File: config.mk
export PLATFORM = sky130hd
export DESIGN_NAME = vga_timing_gen
export DESIGN_NICKNAME = d
export VERILOG_FILES = /design/src/rtl/vga_timing_gen.sv
export SDC_FILE = /design/constraint.sdc
export NUM_CORES = 1
export LEC_CHECK = 0
export ABC_AREA = 1
export CAP_MARGIN = 20
export CORE_MARGIN = 2
export CORE_UTILIZATION = 53
export CTS_BUF_LIST = sky130_fd_sc_hd__clkbuf_8
export DETAILED_ROUTE_END_ITERATION = 8
export GPL_ROUTABILITY_DRIVEN = 0
export PLACE_DENSITY = 0.78
export REMOVE_ABC_BUFFERS = 1
export SLEW_MARGIN = 40
export SYNTH_ARGS = -nofsm -noshare
export SYNTH_HDL_FRONTEND = slang
export SYNTH_SLANG_ARGS = --single-unit
File: constraint.sdc
create_clock -name clk -period 1.8 [get_ports clk]
set_input_delay 0.27 -clock clk [delete_from_list [all_inputs] [get_ports clk]]
set_output_delay 0.27 -clock clk [all_outputs]
set_load 0.1 [all_outputs]
File: src/rtl/vga_timing_gen.sv
// Parametrised VGA raster timing generator driven by a pixel clock-enable.
// Provides registered counters, sync/visible decode, raster strobes and a frame counter.
module vga_timing_gen #(
    parameter int PIX_DIV  = 2,
    parameter int H_ACTIVE = 640,
    parameter int H_FP     = 16,
    parameter int H_SYNC   = 96,
    parameter int H_BP     = 48,
    parameter int V_ACTIVE = 480,
    parameter int V_FP     = 10,
    parameter int V_SYNC   = 2,
    parameter int V_BP     = 33,
    parameter int HS_POL   = 0,
    parameter int VS_POL   = 0,
    parameter int CW       = 10,
    parameter int FW       = 8
) (
    input  logic          clk,
    input  logic          reset,
    output logic          pix_ce,
    output logic [CW-1:0] CounterX,
    output logic [CW-1:0] CounterY,
    output logic          inDisplayArea,
    output logic          vga_h_sync,
    output logic          vga_v_sync,
    output logic          line_start,
    output logic          frame_start,
    output logic          vblank_start,
    output logic [FW-1:0] frame_count
);

    localparam int H_TOTAL = H_ACTIVE + H_FP + H_SYNC + H_BP;
    localparam int V_TOTAL = V_ACTIVE + V_FP + V_SYNC + V_BP;
    localparam int DW      = (PIX_DIV > 1) ? $clog2(PIX_DIV) : 1;
    localparam int XW      = CW + 1;

    if (PIX_DIV < 1 || H_TOTAL > (1 << CW) || V_TOTAL > (1 << CW)) begin : g_bad_params
        $fatal(1, "vga_timing_gen: PIX_DIV < 1 or raster totals exceed counter width");
    end

    localparam logic [DW-1:0] DIV_LAST = DW'(PIX_DIV - 1);
    localparam logic [CW-1:0] X_LAST   = CW'(H_TOTAL - 1);
    localparam logic [CW-1:0] Y_LAST   = CW'(V_TOTAL - 1);
    localparam logic [XW-1:0] H_ACT_W  = XW'(H_ACTIVE);
    localparam logic [XW-1:0] HS_BEG   = XW'(H_ACTIVE + H_FP);
    localparam logic [XW-1:0] HS_END   = XW'(H_ACTIVE + H_FP + H_SYNC);
    localparam logic [XW-1:0] V_ACT_W  = XW'(V_ACTIVE);
    localparam logic [XW-1:0] VS_BEG   = XW'(V_ACTIVE + V_FP);
    localparam logic [XW-1:0] VS_END   = XW'(V_ACTIVE + V_FP + V_SYNC);
    localparam logic          HS_ACT   = (HS_POL != 0);
    localparam logic          VS_ACT   = (VS_POL != 0);

    logic [DW-1:0] div_cnt;
    logic          x_wrap;
    logic          y_wrap;
    logic [CW-1:0] x_nxt;
    logic [CW-1:0] y_nxt;
    logic          disp_nxt;
    logic          hs_on_nxt;
    logic          vs_on_nxt;

    // Gating with the live reset keeps pix_ce low while reset is held, yet lets
    // PIX_DIV=1 advance in the very first clk after release.
    assign pix_ce = ~reset && (div_cnt == DIV_LAST);

    // NOTE: every always_comb output gets a value on every path, so no latch is inferred.
    always_comb begin
        x_wrap    = (CounterX == X_LAST);
        y_wrap    = (CounterY == Y_LAST);
        x_nxt     = x_wrap ? '0 : CounterX + CW'(1);
        y_nxt     = CounterY;
        if (x_wrap) begin
            y_nxt = y_wrap ? '0 : CounterY + CW'(1);
        end
        disp_nxt  = ({1'b0, x_nxt} < H_ACT_W) && ({1'b0, y_nxt} < V_ACT_W);
        hs_on_nxt = ({1'b0, x_nxt} >= HS_BEG) && ({1'b0, x_nxt} < HS_END);
        vs_on_nxt = ({1'b0, y_nxt} >= VS_BEG) && ({1'b0, y_nxt} < VS_END);
    end

    // Decode is registered from the next counter values so every output lines up.
    always_ff @(posedge clk) begin
        if (reset) begin
            div_cnt       <= '0;
            CounterX      <= '0;
            CounterY      <= '0;
            inDisplayArea <= 1'b0;
            vga_h_sync    <= ~HS_ACT;
            vga_v_sync    <= ~VS_ACT;
            line_start    <= 1'b0;
            frame_start   <= 1'b0;
            vblank_start  <= 1'b0;
            frame_count   <= '0;
        end else begin
            div_cnt      <= (div_cnt == DIV_LAST) ? '0 : div_cnt + DW'(1);
            line_start   <= 1'b0;
            frame_start  <= 1'b0;
            vblank_start <= 1'b0;
            if (pix_ce) begin
                CounterX      <= x_nxt;
                CounterY      <= y_nxt;
                inDisplayArea <= disp_nxt;
                vga_h_sync    <= hs_on_nxt ? HS_ACT : ~HS_ACT;
                vga_v_sync    <= vs_on_nxt ? VS_ACT : ~VS_ACT;
                line_start    <= x_wrap;
                frame_start   <= x_wrap && y_wrap;
                vblank_start  <= x_wrap && ({1'b0, y_nxt} == V_ACT_W);
                if (x_wrap && y_wrap) begin
                    frame_count <= frame_count + FW'(1);
                end
            end
        end
    end

endmodule

==> impl_metrics.ini <==
[status]
status = finished, violations left
violations = negative setup slack

[timing]
rsz0062_at_grt = yes
tightest_slew_ps = 424
slew_viol_final = 0
fmax_mhz = 530
hold_viol = 0
max_slew_margin = 0.716
period_share = 1.05
period_needed_ps = 1890
finalClockSkew_ps = 4.72
setup_viol = 4
setup_slack_ps = -86.9

[route]
num_vias = 2230
wl_met3_um = 560
firstDrtPassIters = 5
wl_per_cell_um = 16.0
ant_nets = 0
avgViaCountPerCell = 5.72
drt-total-wl_um = 6240
dr.first_iter.drc_count = 280
dr_wl_met2_um = 3000
top_layer_used = met4
drc = 0
wl_met1_um = 2450

[yosys]
seq_area_frac_synth = 0.366
synth_top_area_cell = dfxtp_1
netlist-cell-type-count = 35
yosysTopAreaCellShare = 0.366
syn_area_per_cell_sq_um = 6.94
synthArstFlopShare = 0
syn_inst = 276
syn-cell-area_sq_mm = 0.00191
ys_warn_count = 0
synth-seq-cells = 35
synth_ff_type = dfxtp_1
synth_edf_count = 0
ys_top_cells_by_area = dfxtp_1 37%, nand2_1 12%, inv_1 7.8%, nor2_1 5.3%, nand3_1 5.0%

[global_route]
grt_overflow_total = 0
grt_pass1_wl_um = 9080
grt_use_total = 0.281
grt_pass1_vias = 2027
grt_max_degree = 19
antenna_found_initial = 0

[placed_design]
dp.final_hpwl_um = 3790
port_buffers = 36
dp_slack_ps = -40.7

[worst_setup_path]
end_kind = flip-flop
path_max_fanout = 3
cp_common_cell = nand2_1
crit_chain = ha_4, nand2_4, nor2_4, buf_4, nand2_1, nor2_2, xor2_1, a21oi_2, nor2_1, nand2_1, nand2_1
critical_path.max_stage_delay_ps = 370
cp.required_ps = 2040
worst_ep_arrival_time_ps = 2120
start_kind = flip-flop
path_class = flip-flop to flip-flop
cp_slowest_cell = dfxtp_2

[finish]
final_common_cell = nand2_1
mostFrequentLayoutCells = 58 x nand2_1, 39 x inv_1, 35 x buf_4
area_delta_synth_final_pct = 55.6
drive_above_1_share = 0.334
fillerInstances = 162
nNetsFinal = 350
antennaDiodeCount = 0

[clocking]
clock-sinks = 35
htreeDepth = 2
path_clk_slew_ps = 70
numCtsBuffers = 5
clk_latency_ps = 290
clock_path_buffers = 2
clock-root-buffer = clkbuf_8
cts_tree = yes

[floorplanning]
io_pins = 37
die_area_sq_mm = 0.00411
die_h_um = 64.1
die_w_um = 64.1
start_util = 0.560
core_area_sq_mm = 0.00342
rows = 21

[pwr]
total_power_mw = 1.55
ir_drop_v = 0.000452
power.density_mw_per_mm2 = 521
p_leak_nw = 1.29

[hold_path]
hold_path.class = flip-flop to flip-flop

[run]
max_cap_viol_count = 0
per-layer routing:
metal,track usage,vias to the layer above
li1,-,1042
met1,0.355,1016
met2,0.486,139
met3,0.0616,33
met4,0.0665,0
met5,0,-
state kept, by name, indices dropped and copies added, names as in the netlist:
name           count
CounterX          10
CounterY          10
div_cnt            1
frame_count        8
frame_start        1
inDisplayArea      1
line_start         1
vblank_start       1
vga_h_sync         1
vga_v_sync         1
metrics by stage:
step / utilization / hold WS, ps / TNS, ps / cell area [sq um] / instances
after floorplan: - / 339 / -31120 / 1890 / 272
after global placement: 0.788 / 463 / 0 / 2690 / 374
after detailed placement: 0.788 / 459 / -136 / 2690 / 374
after CTS: 0.824 / 473 / 0 / 2820 / 383
after global routing: 0.872 / 520 / -690 / 2980 / 390
final: 0.872 / 498 / -270 / 2980 / 390
timing repair:
item | 4_1_cts | 5_1_grt
endpoints found under the setup margin | 7 | 12
resized for setup | 3 | 33
gates cloned | 2 | 0
pin swaps | 1 | 18
setup buffers | 0 | 7
hold buffers | 0 | 0
cell type report:
type / count / area [sq um] / share of cell area
multi-input combinational: 194 / 1150 / 0.385
timing repair buffer: 63 / 805 / 0.270
sequential: 35 / 706 / 0.237
inverter: 45 / 175 / 0.0588
clock buffer: 6 / 82.6 / 0.0277
tap: 46 / 57.6 / 0.0193
clock inverter: 1 / 5.00 / 0.00168
final timing paths:
| kind | from | cells past startpoint | slack, ps | to |
|---|---|---|---|---|
| max reg2reg | CounterX[1] | 11 | -90 | inDisplayArea |
| min | vga_h_sync | 2 | 500 | vga_h_sync |
| min reg2reg | vga_h_sync | 2 | 500 | vga_h_sync |
| max | CounterX[1] | 11 | -90 | inDisplayArea |
kinds of logic (layout without fill, tap and decap cells):
kind of cell | after synthesis | count (layout) | share of synthesized area
simple gates | 141 | 143 | 0.356
compound gates | 41 | 41 | 0.122
flops | 35 | 35 | 0.366
buf+inv | 49 | 115 | 0.103
xor+xnor | 6 | 6 | 0.0275
fa+ha+maj | 4 | 4 | 0.0261
cells in the mapped netlist (2+ instances only):
library cell and instances:
a21oi_1 9, dfxtp_1 35, ha_1 4, inv_1 40, inv_2 3, nand2_1 63, nand2_2 4, nand2_4 2
nand3_1 19, nand3_2 2, nand4_1 8, nor2_1 27, nor2_2 2, nor3_1 6, o21ai_0 15, o21ai_1 2
o22ai_1 11, o32ai_1 2, xor2_1 6
where the power goes:
| part | switching [mW] | internal, mW | total (mW) | leakage [nW] |
|---|---|---|---|---|
| Clock | 0.298 | 0.301 | 0.598 | 0.0470 |
| Sequential | 0.00803 | 0.783 | 0.791 | 0.285 |
| Combinational | 0.110 | 0.0508 | 0.161 | 0.953 |
worst max-delay path, delay by kind of cell, from the launching register on:
kind,cells,cell delay [ps]
AOI/OAI and AO/OA,1,120
xor gates and xnor gates,1,320
adders and majority gates,1,160
buffers and inverters,1,130
DFF,1,370
and+or+nand+nor,7,720
No activity file was read; power rests on OpenSTA's default activity.
